### src/rtl/shift_reg_sequencer.sv
// Sequencer for an NBITS serial/parallel shift register: one load, NBITS paced shifts, done pulse.
// Optional feature macro ROTATE_EN: feed reg_q[0] back into the register MSB instead of ser_in.
module shift_reg_sequencer #(
    parameter int NBITS         = 4,
    parameter int TICKS_PER_BIT = 4
) (
    input  logic                       clk_2,
    input  logic                       reset_n,
    input  logic                       start,
    input  logic                       abort,
    input  logic [NBITS-1:0]           par_data,
    input  logic                       ser_in,
    input  logic [NBITS-1:0]           reg_q,
    output logic                       reg_clr,
    output logic                       reg_load,
    output logic                       reg_shift,
    output logic [NBITS-1:0]           reg_par,
    output logic                       reg_ser,
    output logic                       busy,
    output logic                       done,
    output logic [$clog2(NBITS+1)-1:0] bit_cnt
);

    localparam int CW = $clog2(NBITS + 1);
    localparam int TW = (TICKS_PER_BIT > 1) ? $clog2(TICKS_PER_BIT) : 1;
    localparam logic [TW-1:0] TICK_LAST = TW'(TICKS_PER_BIT - 1);
    localparam logic [CW-1:0] CNT_FULL  = CW'(NBITS);

    typedef enum logic [2:0] {
        S_IDLE,
        S_LOAD,
        S_SHIFT,
        S_DONE,
        S_CLEAR
    } state_t;

    state_t           r_state;
    state_t           w_state_nxt;
    logic [TW-1:0]    r_tick;
    logic [TW-1:0]    w_tick_nxt;
    logic [CW-1:0]    r_bit_cnt;
    logic [CW-1:0]    w_bit_cnt_nxt;
    logic [NBITS-1:0] r_hold;
    logic [NBITS-1:0] w_hold_nxt;

    logic             r_clr;
    logic             r_load;
    logic             r_shift;
    logic             r_busy;
    logic             r_done;
    logic [NBITS-1:0] r_par;

    logic             w_clr_nxt;
    logic             w_load_nxt;
    logic             w_shift_nxt;
    logic             w_busy_nxt;
    logic             w_done_nxt;
    logic [NBITS-1:0] w_par_nxt;
    logic             w_ser;
    logic             w_unused_inputs;

    // State register; outputs are registered alongside the state so they never glitch.
    always_ff @(posedge clk_2 or negedge reset_n) begin
        if (!reset_n) begin
            r_state   <= S_IDLE;
            r_tick    <= '0;
            r_bit_cnt <= '0;
            r_hold    <= '0;
            r_clr     <= 1'b0;
            r_load    <= 1'b0;
            r_shift   <= 1'b0;
            r_busy    <= 1'b0;
            r_done    <= 1'b0;
            r_par     <= '0;
        end else begin
            r_state   <= w_state_nxt;
            r_tick    <= w_tick_nxt;
            r_bit_cnt <= w_bit_cnt_nxt;
            r_hold    <= w_hold_nxt;
            r_clr     <= w_clr_nxt;
            r_load    <= w_load_nxt;
            r_shift   <= w_shift_nxt;
            r_busy    <= w_busy_nxt;
            r_done    <= w_done_nxt;
            r_par     <= w_par_nxt;
        end
    end

    // Abort is checked before the tick so an abort always suppresses a pending shift.
    always_comb begin
        w_state_nxt = r_state;
        w_tick_nxt  = r_tick;
        w_hold_nxt  = r_hold;
        unique case (r_state)
            S_IDLE: begin
                if (start) begin
                    w_state_nxt = S_LOAD;
                    w_hold_nxt  = par_data;
                end
            end
            S_LOAD: begin
                if (abort) begin
                    w_state_nxt = S_CLEAR;
                end else begin
                    w_state_nxt = S_SHIFT;
                    w_tick_nxt  = '0;
                end
            end
            S_SHIFT: begin
                if (abort) begin
                    w_state_nxt = S_CLEAR;
                end else if (r_bit_cnt == CNT_FULL) begin
                    w_state_nxt = S_DONE;
                end else begin
                    w_tick_nxt = (r_tick == TICK_LAST) ? '0 : r_tick + 1'b1;
                end
            end
            S_DONE:  w_state_nxt = S_IDLE;
            S_CLEAR: w_state_nxt = S_IDLE;
            default: w_state_nxt = S_IDLE;
        endcase
    end

    // Output values for the coming cycle, derived from the next state and next tick.
    always_comb begin
        w_load_nxt    = (w_state_nxt == S_LOAD);
        w_shift_nxt   = (w_state_nxt == S_SHIFT) && (w_tick_nxt == TICK_LAST);
        w_clr_nxt     = (w_state_nxt == S_CLEAR);
        w_done_nxt    = (w_state_nxt == S_DONE);
        w_busy_nxt    = (w_state_nxt == S_LOAD) || (w_state_nxt == S_SHIFT) ||
                        (w_state_nxt == S_CLEAR);
        w_par_nxt     = w_load_nxt ? w_hold_nxt : '0;
        w_bit_cnt_nxt = r_bit_cnt;
        if (w_load_nxt) begin
            w_bit_cnt_nxt = '0;
        end else if (w_shift_nxt) begin
            w_bit_cnt_nxt = r_bit_cnt + 1'b1;
        end
    end

`ifdef ROTATE_EN
    assign w_ser = reg_q[0];
`else
    assign w_ser = ser_in;
`endif

    // Only one of the two serial sources is used per build.
    assign w_unused_inputs = ^{reg_q, ser_in};

    assign reg_clr   = r_clr;
    assign reg_load  = r_load;
    assign reg_shift = r_shift;
    assign reg_par   = r_par;
    assign reg_ser   = reset_n & w_ser;
    assign busy      = r_busy;
    assign done      = r_done;
    assign bit_cnt   = r_bit_cnt;

    always_ff @(posedge clk_2) begin
        if (reset_n) begin
            assert ($onehot0({r_clr, r_load, r_shift}));
        end
    end

endmodule

### config.mk
export PLATFORM = sky130hd
export DESIGN_NAME = shift_reg_sequencer
export DESIGN_NICKNAME = d
export VERILOG_FILES = /design/src/rtl/shift_reg_sequencer.sv
export SDC_FILE = /design/constraint.sdc
export NUM_CORES = 1
export LEC_CHECK = 0
export BUFFER_PORTS_ARGS = -buffer_cell sky130_fd_sc_hd__buf_4
export CORE_MARGIN = 2
export CORE_UTILIZATION = 50
export DETAILED_ROUTE_END_ITERATION = 10
export GPL_ROUTABILITY_DRIVEN = 0
export HOLD_SLACK_MARGIN = 0.1
export PLACE_DENSITY = 0.79
export SYNTH_ARGS = -nofsm -noshare
export SYNTH_HDL_FRONTEND = slang
export SYNTH_SLANG_ARGS = --single-unit
export TNS_END_PERCENT = 5
### constraint.sdc
create_clock -name clk_2 -period 2.87 [get_ports clk_2]
set_clock_uncertainty 0.2 [all_clocks]
set_input_delay 0.1435 -clock clk_2 [delete_from_list [all_inputs] [get_ports clk_2]]
set_output_delay 0.1435 -clock clk_2 [all_outputs]
set_load 0.005 [all_outputs]
# Yosys cells after proc, flatten, opt, wreduce, memory -nomap -nowiden
# Cells that the tools add are included.
word_totals:
  latch_bits: 0
  ram_bits: 0
  out_inout_bits: 13
  register_bits: 21
  mem_count: 0
  in_bits: 13
  romBits: 0
  wordCells: 42
classes:
  eq_ne: 9
  div: 0
  n_mux: 15
  order_cmp: 0
  n_mul: 0
  addsub: 2
  n_bitwise: 1
  shift: 0
  reduce_logical: 5
ops:
  columns: ["op", "count"]
  rows:
  - ["$mux W3", 6]
  - ["$mux W4", 3]
  - ["$eq A3 B2 Y1 const B", 3]
  - ["$pmux W3 S3", 1]
  - ["$mux W2", 4]
  - ["$eq A3 B1 Y1 const B", 2]
  - ["$eq A3 B3 Y1 const B", 2]
  - ["$eq A2 B2 Y1 const B", 2]
  - ["$pmux W2 S2", 1]
  - ["$add A3 B1 Y3 const B", 1]
  - ["$logic_not A3 Y1", 1]
  - ["$add A2 B1 Y2 const B", 1]
  - ["$logic_or A1 B1 Y1", 2]
  - ["$reduce_bool A2 Y1", 1]
  - ["$and A1 B1 Y1", 1]
  - ["$logic_and A1 B1 Y1", 1]

# Logic depth before layout (Yosys ltp)
logic_depth:
  depth_word: 9
  depth_mapped: 6
  depth_no_buf: 5

# Worst setup path after synthesis
# OpenSTA, ideal clock, no wires.
synth_path:
  kind: "flip-flop to flip-flop"
  from: "register r_bit_cnt[0] (netlist: bit_cnt[0])"
  to: "register r_bit_cnt[1] (netlist: bit_cnt[1])"
  required_ns: 2.545
  period_less_slack_ns: 1.978
  stages_incl_launch_ff: 6
  path_buffers: 0
  slack_ns: 0.892
  arrival_ns: 1.653
  setup_time_ns: 0.125
  cell_sequence: "dfrtp_1 inv_1 ha_1 a211oi_1 and4_1 mux2_2"
synth_between:
  elab_chain_len: 7
  word_cells_on_any_way: 15
  classes_between: "add/sub (1); eq/ne (4); mux (8); reduce/logical (2)"
synth_rtl:
  columns: ["element", "line_no", "text"]
  rows:
  - ["start: declaration", "41", "logic [CW-1:0] r_bit_cnt;"]
  - ["start signal: assignment", "78", "r_bit_cnt <= w_bit_cnt_nxt;"]
  - ["$eq A3 B3 Y1 *", "112", "end else if (r_bit_cnt == CNT_FULL) begin"]
  - ["$mux W3 or $mux W2 (tied branches)", "112", null]
  - ["$mux W3 or $mux W2 (tied branches)", "110", "if (abort) begin"]
  - ["$pmux W3 S3 or $pmux W2 S2 (tied branches)", "94", "unique case (r_state)"]
  - ["$eq A3 B2 Y1 or $eq A2 B2 Y1 (tied branches)", "127", "w_shift_nxt = (w_state_nxt == S_SHIFT) && (w_tick_nxt == TICK_LAST);"]
  - ["$logic_and A1 B1 Y1 *", "127", null]
  - ["net w_shift_nxt", "55", "logic w_shift_nxt;"]
  - ["$reduce_bool A2 Y1 (no line) *", null, null]
# Mark *: on every way through the listed nets, which the timed path passes. The rest lies on a longest branch. The select of a mux whose other input is x is not followed.
# A chain may end at the register's enable or synchronous reset.

# Worst setup path in the final report
# Ends and elaborated chain as after synthesis.

==> results by stage <==
Detailed routing:
- The per-cell routed wire length is 13.0 µm.
- The via count of the routed design is 612.
- The remaining antenna violation count after routing is 0.
- After detailed routing, the number of remaining DRC violations is 0.
- After detailed routing, the total wire length is 1470 µm.
- Dividing the detail-routed via count by the number of cells gives 5.42.
- For this block, the initial DRC count from the detailed router was 22.
- For this run, the detailed router's first-pass iteration total came to 4.

Final layout:
- After the last flow step, the layout net total stands at 114.
- The repair_antennas step left the layout with diodes totalling 0.
- The area added between synthesis and finish is 33.7%.
- Cells fill 69.7% of the core in the end.
- The share of cells above drive strength 1 is 29.9%.

Floorplanning:
- Pin placement for this block handled 26 I/O pins.
- The initial core utilization is 52.2%.
- The core region is 1490 µm².
- After floorplanning, the core was divided into 14 placement rows.
- The area of the die is 1890 µm².
- The chip height is 43.4 µm.
- The horizontal extent of the die is 43.4 µm.

Placement:
- In this run the tool buffered the top-level ports with 21 buffer cells.
- The wire-length estimate of the detail-placed layout is 983 µm.

Clock tree:
- The clock drives 17 sinks.
- The TritonCTS clock tree is built.
- In this run the number of H-tree levels came out at 1.
- The clock passes through at most 2 buffers.
- The clock transition at the register clock pins on the worst setup and hold paths after CTS is 0.09 ns.
- The cell sitting at the root of the clock tree is a sky130_fd_sc_hd__clkbuf_4.
- The number of clock buffers inserted by TritonCTS is 3.
- The clock network latency to the later pin of the worst-skew pair is 0.29 ns.

Global routing:
- The total global routing overflow is 0.
- The wire length of the first global-routing pass is 2390 µm.
- The number of antenna violations at the first check in global routing is 0.
- Global routing used 17.3% of the available tracks.
- The via count of the first global-routing pass came to 575.
- Entering global routing, the biggest net connects 18 pins.

STA:
- Measured against its own limit, the worst slew margin works out to 49.6%.
- The final critical path takes up 75.8% of the cycle.
- The number of hold violations in the final report is 0.
- After layout, the minimum clock period comes to 2.18 ns.
- The number of max-slew violations in the final report was 0.
- Adding up every negative setup slack in the final design gives 0 ns.
- Setup repair after global routing left no endpoint under its margin.
- The top achievable clock speed is 460 MHz.
- For the pin with the worst max-slew slack, the measured transition is 0.754 ns.
- Setup violations remaining at the end of the flow were counted as 0.

Synth:
- In this run, synthesis produced a sequential element count of 17.
- During synthesis, Yosys emitted a total of 0 warnings.
- The distinct cell type count of the synthesized netlist is 27.
- The net count after synthesis is 82.
- The synthesized area divided by synthesized cell count is 11.8 µm².
- For this run, the register share of the synthesized area comes to 54.8%.
- The synthesized area is 777 µm².
- The instance count of the mapped netlist is 66.

Setup path:
- STA classifies the critical path endpoint as a register.
- For the worst setup path, the data arrival time is 2.15 ns.
- The setup check on the worst reg-to-reg path leaves a slack of 0.69 ns.
- The worst setup path is of the reg -> reg kind.
- The endpoint required time on the critical path is 2.85 ns.
- STA classifies the critical path startpoint as a register.
- The highest fanout seen on the critical path is 4.

Power and ir drop:
- The maximum ir drop on the vdd rail is 451 µV.
- For this design the ratio of total power to cell area is 700 nW/µm².
- Summed over all cells, the static leakage comes to 0.525 nW.

Min path:
- The worst min-delay path category is in -> out.

Status:
- The flow ran to the end, and the final reports show no timing, DRC or antenna violations.

Run:
- The max-cap violation count is 0.
==> repair_timing <==
| action | CTS | global route |
|---|---|---|
| hold endpoints to repair | 29 | 0 |
| setup buffers | 0 | 0 |
| hold buffers | 8 | 0 |
| resized for setup | 0 | 0 |
==> flip-flops by register name, summed over array words and instances, names as in the netlist <==
name	flops
busy	1
reg_clr	1
reg_load	1
reg_par	4
reg_shift	1
r_state	3
bit_cnt	3
r_tick	2
done	1
==> cells in the final DEF (no fill, tap or decap), drive strengths merged, types with 3 or more instances in the layout <==
| cell type | n |
|---|---|
| nor2 | 5 |
| dfrtp | 17 |
| buf | 21 |
| dlygate4sd3 | 8 |
| nand2b | 3 |
| nand2 | 4 |
| ha | 3 |
| clkbuf | 4 |
| and2 | 6 |
==> critical path, cell delays in order, from the launching register on <==
cell and delay [ns]:
sky130_fd_sc_hd__dfrtp_1 0.40, sky130_fd_sc_hd__inv_1 0.07, sky130_fd_sc_hd__ha_1 0.25, sky130_fd_sc_hd__a211oi_1 0.47
sky130_fd_sc_hd__and4_1 0.33, sky130_fd_sc_hd__mux2_2 0.35
==> layer usage <==
metal	track usage (%)	wire [µm]
met4	10.9	9
met5	0	0
met1	20.7	630
met3	2.50	73
met2	29.3	759
==> metrics by stage <==
stage | hold slack, ns | setup slack (ns) | area, µm² | total power [mW] | std cells
floorplan | -0.352 | 0.892 | 777 | 0.504 | 66
global placement | -0.182 | 0.787 | 932 | 0.581 | 101
detailed placement | -0.179 | 0.746 | 932 | 0.594 | 101
CTS | 0.367 | 0.723 | 1040 | 0.732 | 113
global route | 0.375 | 0.637 | 1040 | 0.775 | 113
finish | 0.363 | 0.695 | 1040 | 0.727 | 113
==> cells by family (layout without fill, tap and decap cells) <==
family	after synthesis	count (layout)	synth area share (%)
simple gates	30	30	23.4
flops	17	17	54.8
compound gates	7	7	5.96
buf+inv	5	36	5.96
fa+ha+maj	3	3	4.83
mux	3	3	4.03
xor+xnor	1	1	1.13
==> Yosys cell counts (all sizes together) <==
master,number,area share (%)
a21oi,2,1.3
buf,2,2.9
ha,3,4.8
inv,2,0.97
mux2i,2,2.6
nand2,4,1.9
a211o,1,1.1
nor3b,2,1.9
nor2b,1,0.81
mux2,1,1.4
clkinv,1,2.1
nand2b,3,2.4
nor2,5,2.7
and4,2,2.3
o21ai,2,1.3
nand4,1,0.81
dfrtp,17,55
nor4b,1,1.1
xnor2,1,1.1
nor3,1,0.64
a41o,1,1.3
or2,1,0.81
a211oi,1,0.97
nand3,2,1.3
or4b,1,1.8
and2,6,4.8
==> area by class of cell <==
cell class / instances / area, µm²
fillers: 110 / 450
flip-flops and latches: 17 / 425
multi-input cells: 44 / 305
repair buffers: 29 / 238
clock buffers: 4 / 26.3
inverters: 3 / 23.8
well taps: 16 / 20.0
==> final timing paths <==
| check | cells past startpoint | start | to |
|---|---|---|---|
| setup / recovery | 5 | bit_cnt[0] | bit_cnt[1] |
| hold / removal | 3 | ser_in | reg_ser |
| setup reg to reg | 5 | bit_cnt[0] | bit_cnt[1] |
| hold reg to reg | 2 | r_tick[1] | r_tick[1] |
| max in group asynchronous | 3 | reset_n | reg_par[0] |
| min in group asynchronous | 3 | reset_n | r_tick[1] |
==> where the power goes <==
part           switching, mW  internal [mW]  leakage (nW)  total [mW]
logic                  0.120          0.134         0.283       0.254
registers             0.0455          0.300         0.228       0.345
clock network         0.0738         0.0540        0.0150       0.128
total                  0.239          0.488         0.525       0.727
(Power assumes the default switching activity.)
